### config.mk
export PLATFORM = sky130hd
export DESIGN_NAME = pmem_arbiter
export DESIGN_NICKNAME = d
export VERILOG_FILES = /design/src/rtl/pmem_arbiter.sv
export SDC_FILE = /design/constraint.sdc
export NUM_CORES = 1
export LEC_CHECK = 0
export CAP_MARGIN = 30
export CORE_AREA = 4 4 270 272
export DETAILED_ROUTE_END_ITERATION = 12
export DIE_AREA = 0 0 274 276
export REMOVE_ABC_BUFFERS = 1
export SETUP_SLACK_MARGIN = 0.4
export SLEW_MARGIN = 20
export SYNTH_ARGS = -nofsm -noshare
export SYNTH_HDL_FRONTEND = slang
export SYNTH_SLANG_ARGS = --single-unit
### constraint.sdc
create_clock -name clk -period 2.5 [get_ports clk]
set_clock_uncertainty 0.1 [all_clocks]
set_input_delay 0.5 -clock clk [delete_from_list [all_inputs] [get_ports clk]]
set_output_delay 0.5 -clock clk [all_outputs]
set_load 0.01 [all_outputs]
### src/rtl/pmem_arbiter.sv
`default_nettype none
// ============================================================================
//  Module   : pmem_arbiter
//  Purpose  : Shares one physical-memory line port between the I-cache
//             (read-only) and the D-cache (read / write-back). One line
//             transaction is granted at a time; the command is latched and
//             the response is steered only to the granted cache. Round-robin
//             on contention, plus a sticky watchdog on pmem latency.
//  Revision : 1.0  initial release
// ============================================================================
module pmem_arbiter #(
   parameter int LINE_WIDTH  = 128,
   parameter int ADDR_WIDTH  = 16,
   parameter int OFFSET_BITS = 4,
   parameter int TIMEOUT     = 255
) (
   input  logic                  clk,
   input  logic                  rst_n,

   input  logic                  icache_read,
   input  logic [ADDR_WIDTH-1:0] icache_address,
   output logic [LINE_WIDTH-1:0] icache_rdata,
   output logic                  icache_resp,

   input  logic                  dcache_read,
   input  logic                  dcache_write,
   input  logic [ADDR_WIDTH-1:0] dcache_address,
   input  logic [LINE_WIDTH-1:0] dcache_wdata,
   output logic [LINE_WIDTH-1:0] dcache_rdata,
   output logic                  dcache_resp,

   output logic                  pmem_read,
   output logic                  pmem_write,
   output logic [ADDR_WIDTH-1:0] pmem_address,
   output logic [LINE_WIDTH-1:0] pmem_wdata,
   input  logic [LINE_WIDTH-1:0] pmem_rdata,
   input  logic                  pmem_resp,
   output logic                  pmem_error
);

   typedef enum logic [1:0] {
      ST_IDLE    = 2'd0,
      ST_SERVE_I = 2'd1,
      ST_SERVE_D = 2'd2,
      ST_RECOVER = 2'd3
   } state_t;

   // Clears the byte-offset bits so pmem always sees a line-aligned address.
   localparam logic [ADDR_WIDTH-1:0] ADDR_MASK   = {ADDR_WIDTH{1'b1}} << OFFSET_BITS;
   localparam logic [7:0]            TIMEOUT_VAL = 8'(TIMEOUT);
   localparam logic [7:0]            TIMER_MAX   = 8'hFF;

   state_t                  state_q,      state_d;
   logic                    last_d_q,     last_d_d;     // 1: D-cache held the last grant
   logic                    read_q,       read_d;
   logic                    write_q,      write_d;
   logic [ADDR_WIDTH-1:0]   addr_q,       addr_d;
   logic [LINE_WIDTH-1:0]   wdata_q,      wdata_d;
   logic [7:0]              timer_q,      timer_d;
   logic                    error_q,      error_d;

   logic                    d_req;
   logic                    grant_d;

   assign d_req = dcache_read | dcache_write;

   // Next-state logic: arbitration, command latching, and latency watchdog.
   always_comb begin
      state_d  = state_q;
      last_d_d = last_d_q;
      read_d   = read_q;
      write_d  = write_q;
      addr_d   = addr_q;
      wdata_d  = wdata_q;
      timer_d  = timer_q;
      error_d  = error_q;
      grant_d  = 1'b0;

      case (state_q)
         ST_IDLE: begin
            if (icache_read || d_req) begin
               // On contention the cache that did not win last time goes first.
               grant_d = d_req && (!icache_read || !last_d_q);
               timer_d = 8'd0;
               if (grant_d) begin
                  state_d  = ST_SERVE_D;
                  last_d_d = 1'b1;
                  addr_d   = dcache_address & ADDR_MASK;
                  wdata_d  = dcache_wdata;
                  // A simultaneous read+write from the D-cache resolves to write.
                  write_d  = dcache_write;
                  read_d   = ~dcache_write;
               end else begin
                  state_d  = ST_SERVE_I;
                  last_d_d = 1'b0;
                  addr_d   = icache_address & ADDR_MASK;
                  read_d   = 1'b1;
                  write_d  = 1'b0;
               end
            end
         end

         ST_SERVE_I, ST_SERVE_D: begin
            if (pmem_resp) begin
               read_d  = 1'b0;
               write_d = 1'b0;
               state_d = ST_RECOVER;
            end else begin
               if (timer_q != TIMER_MAX) begin
                  timer_d = timer_q + 8'd1;
               end
               // Keep waiting after a timeout; the flag only reports it.
               if (timer_d >= TIMEOUT_VAL) begin
                  error_d = 1'b1;
               end
            end
         end

         ST_RECOVER: begin
            state_d = ST_IDLE;
         end

         default: begin
            state_d = ST_IDLE;
         end
      endcase
   end

   // State and registered pmem command; async reset aborts any transaction at once.
   always_ff @(posedge clk or negedge rst_n) begin
      if (!rst_n) begin
         state_q  <= ST_IDLE;
         last_d_q <= 1'b0;
         read_q   <= 1'b0;
         write_q  <= 1'b0;
         addr_q   <= '0;
         wdata_q  <= '0;
         timer_q  <= 8'd0;
         error_q  <= 1'b0;
      end else begin
         state_q  <= state_d;
         last_d_q <= last_d_d;
         read_q   <= read_d;
         write_q  <= write_d;
         addr_q   <= addr_d;
         wdata_q  <= wdata_d;
         timer_q  <= timer_d;
         error_q  <= error_d;
      end
   end

   assign pmem_read    = read_q;
   assign pmem_write   = write_q;
   assign pmem_address = addr_q;
   assign pmem_wdata   = wdata_q;
   assign pmem_error   = error_q;

   // Responses go only to the granted cache, and only if it is still asking.
   assign icache_resp  = (state_q == ST_SERVE_I) && pmem_resp && icache_read;
   assign dcache_resp  = (state_q == ST_SERVE_D) && pmem_resp && d_req;
   assign icache_rdata = (state_q == ST_SERVE_I) ? pmem_rdata : '0;
   assign dcache_rdata = (state_q == ST_SERVE_D) ? pmem_rdata : '0;

endmodule
`default_nettype wire

==> impl_metrics.ini <==
[floorplan]
dieHeight_um = 276
ios = 699
rows = 98
coreArea_mm2 = 0.07075
die_w_um = 274
dieArea_mm2 = 0.07562
initial_core_util = 0.1194

[logic_synthesis]
syn-cell-area_mm2 = 0.008451
async_reset_ff_frac = 1.000
ys.flop_type = dfrtp_1
synth_top_family_by_area = multiplexers
synth-simple-area-share = 0.2199
synth-adder-area-share = 0.007403
synth_cells = 713
synth_compound_area_frac = 0.03598
synth_warnings = 0
synthXorXnorAreaFrac = 0
yosysSeqAreaShare = 0.4560
synth_mux_area_frac = 0.2356
syn_avg_cell_area_um2 = 11.85
synth.distinct_cells = 39
ys_ff_latch = 154
synth_edf_count = 0

[route]
drt_iter0_drc = 234
post_drt_wl_per_cell_um = 22.15
antenna_left = 0
drc = 0
avgViaCountPerCell = 3.504
drtPass1Iterations = 5
vias = 8546
drt_wl_total_mm = 54.01

[grt]
grt_pass1_vias = 9296
grt_max_degree = 52
overflow = 0
track_usage = 0.1352
antenna_found_initial = 29
grt_first_pass_wirelength_mm = 72.73

[critical_path]
cp.required_ns = 1.90
cp_max_fo = 6
end_kind = primary output
path_class = register to primary output
cp-start-kind = register
critical_path_arrival_ns = 1.93

[power_and_ir_drop]
power.density_mw_per_mm2 = 1207
leakage_uw = 0.008618
vdd_drop_max_mv = 0.6913

[placement]
port_buffers = 686
post-place-ws_ns = -0.001188
placed_area_mm2 = 0.01657
hpwl_mm = 41.42
gp_congestion = 0.8541

[cts]
cts_sinks = 154
ctsLongestPathBuffers = 2
path_clk_slew_ns = 0.07
htreeDepth = 4
cts-root-buf = clkbuf_16
clock_latency_ns = 0.43
cts_buffers = 17
cts_tree = done

[finish]
multiInputGateArea_mm2 = 0.004786
num-fill-cells = 7335
final_area_mm2 = 0.01891
layout.nets = 1769
register_area_mm2 = 0.003856
syn2layout_area_growth_pct = 123.8
layout_common_cells = 421 x clkdlybuf4s50_1, 216 x buf_6, 187 x and2_4, 152 x dfrtp_1, 109 x mux2_4
drive_gt1_frac = 0.4882
final_common_cell = clkdlybuf4s50_1
fin_util = 0.2673

[timing]
finalSetupTns_ns = -0.2492
period_minus_slack_ns = 2.527
holdWs_ns = 0.3558
setup_viol = 34
drv_slew = 0
fmax_mhz = 395.7
grt_setup_unrepaired = yes
fin_crit_sh = 1.011
fin_ws_ns = -0.02713
finalHoldViolCount = 0
worst_slew_pin_slew_ns = 0.5401
slew_headroom = 0.6399

[status]
status = finished with violations
violations = setup timing

[hold_path]
hold_class = register to register

[flow_run]
drv_cap = 0
## worst max-delay path, stage by stage, from the launching register on
cell	delay (ns)
dfrtp_1	0.41
buf_6	0.13
ha_4	0.18
buf_12	0.14
buf_8	0.13
buf_6	0.12
buf_16	0.13
and2_1	0.13
buf_2	0.14
## cell families (layout without fill, tap and decap cells)
| logic type | Yosys count | in the layout |
|---|---|---|
| other | 1 | 10 |
| AND/OR/NAND/NOR | 306 | 306 |
| multiplexers | 142 | 142 |
| buffers and inverters | 57 | 824 |
| flip-flops | 154 | 154 |
| AO/OA/AOI/OAI | 48 | 48 |
| adder cells (fa/ha/maj) | 5 | 5 |
## layer usage
layer,share of wire,track usage,vias to the layer above
met4,0.035,0.04527,2
met3,0.075,0.03575,90
li1,-,-,3865
met2,0.52,0.2556,507
met1,0.37,0.1440,4082
met5,0.00024,0,-
## power breakdown
part / switching [µW] / internal [µW] / leakage, µW
sequential: 797 / 3740 / 0.00184
clock: 1230 / 1540 / 0.000300
combinational: 5910 / 9600 / 0.00648
## metrics by stage
stage | instances | total power [µW]
floorplan | 662 | 9675
global placement | 2327 | 16430
detailed placement | 2327 | 16560
CTS | 2428 | 21930
global route | 2435 | 24070
finish | 2439 | 22820
## synth_stat cells (3+ instances only)
| library cell | count | area [µm²] |
|---|---|---|
| a21oi_1 | 3 | 15.01 |
| a22o_1 | 4 | 35.03 |
| a31oi_1 | 4 | 25.02 |
| and2_1 | 256 | 1602 |
| buf_2 | 4 | 20.02 |
| buf_4 | 5 | 37.54 |
| buf_8 | 11 | 165.2 |
| clkbuf_1 | 31 | 116.4 |
| dfrtp_1 | 154 | 3854 |
| ha_1 | 5 | 62.56 |
| inv_1 | 3 | 11.26 |
| mux2_2 | 19 | 214.0 |
| mux2_4 | 109 | 1637 |
| mux2i_1 | 14 | 140.1 |
| nand2_1 | 30 | 112.6 |
| nand3_1 | 3 | 15.01 |
| nor2_1 | 3 | 11.26 |
| o21ai_0 | 26 | 130.1 |
| o41ai_1 | 3 | 26.28 |
## registers in the layout (all words and copies together), names as in the netlist
register	count
timer_q	8
state_q	2
last_d_q	1
pmem_read	1
pmem_error	1
pmem_wdata	128
pmem_write	1
pmem_address	12
## final timing paths
kind                                        start                    endpoint  slack [ns]  cells past startpoint
min in group asynchronous                   rst_n  pmem_wdata[68]$_DFFE_PN0P_        0.50                      2
max in group asynchronous                   rst_n  pmem_wdata[20]$_DFFE_PN0P_        1.10                      3
min reg2reg                pmem_error$_DFFE_PN0P_      pmem_error$_DFFE_PN0P_        0.36                      1
max                        state_q[1]$_DFFE_PN0P_           dcache_rdata[106]       -0.03                      8
max reg2reg                state_q[1]$_DFFE_PN0P_  pmem_wdata[59]$_DFFE_PN0P_        0.49                      7
min                        pmem_error$_DFFE_PN0P_      pmem_error$_DFFE_PN0P_        0.36                      1
## timing repair
action                     4_1_cts  5_1_grt
pin swaps                        3        2
setup endpoints to repair      303      273
hold endpoints to repair        47        0
resized for setup             1241      258
setup buffers                   46        3
hold buffers                     1        0
cloned                          22        2
## area by class of cell
cell class | instances | area share
inverters | 3 | 0.0005954
diodes | 6 | 0.0007939
clock inverters | 14 | 0.009262
flip-flops and latches | 154 | 0.2039
clock buffers | 18 | 0.02322
well taps | 950 | 0.06285
repair buffers | 789 | 0.4463
multi-input cells | 505 | 0.2531
Note: power is estimated with default switching activity, not from simulation.
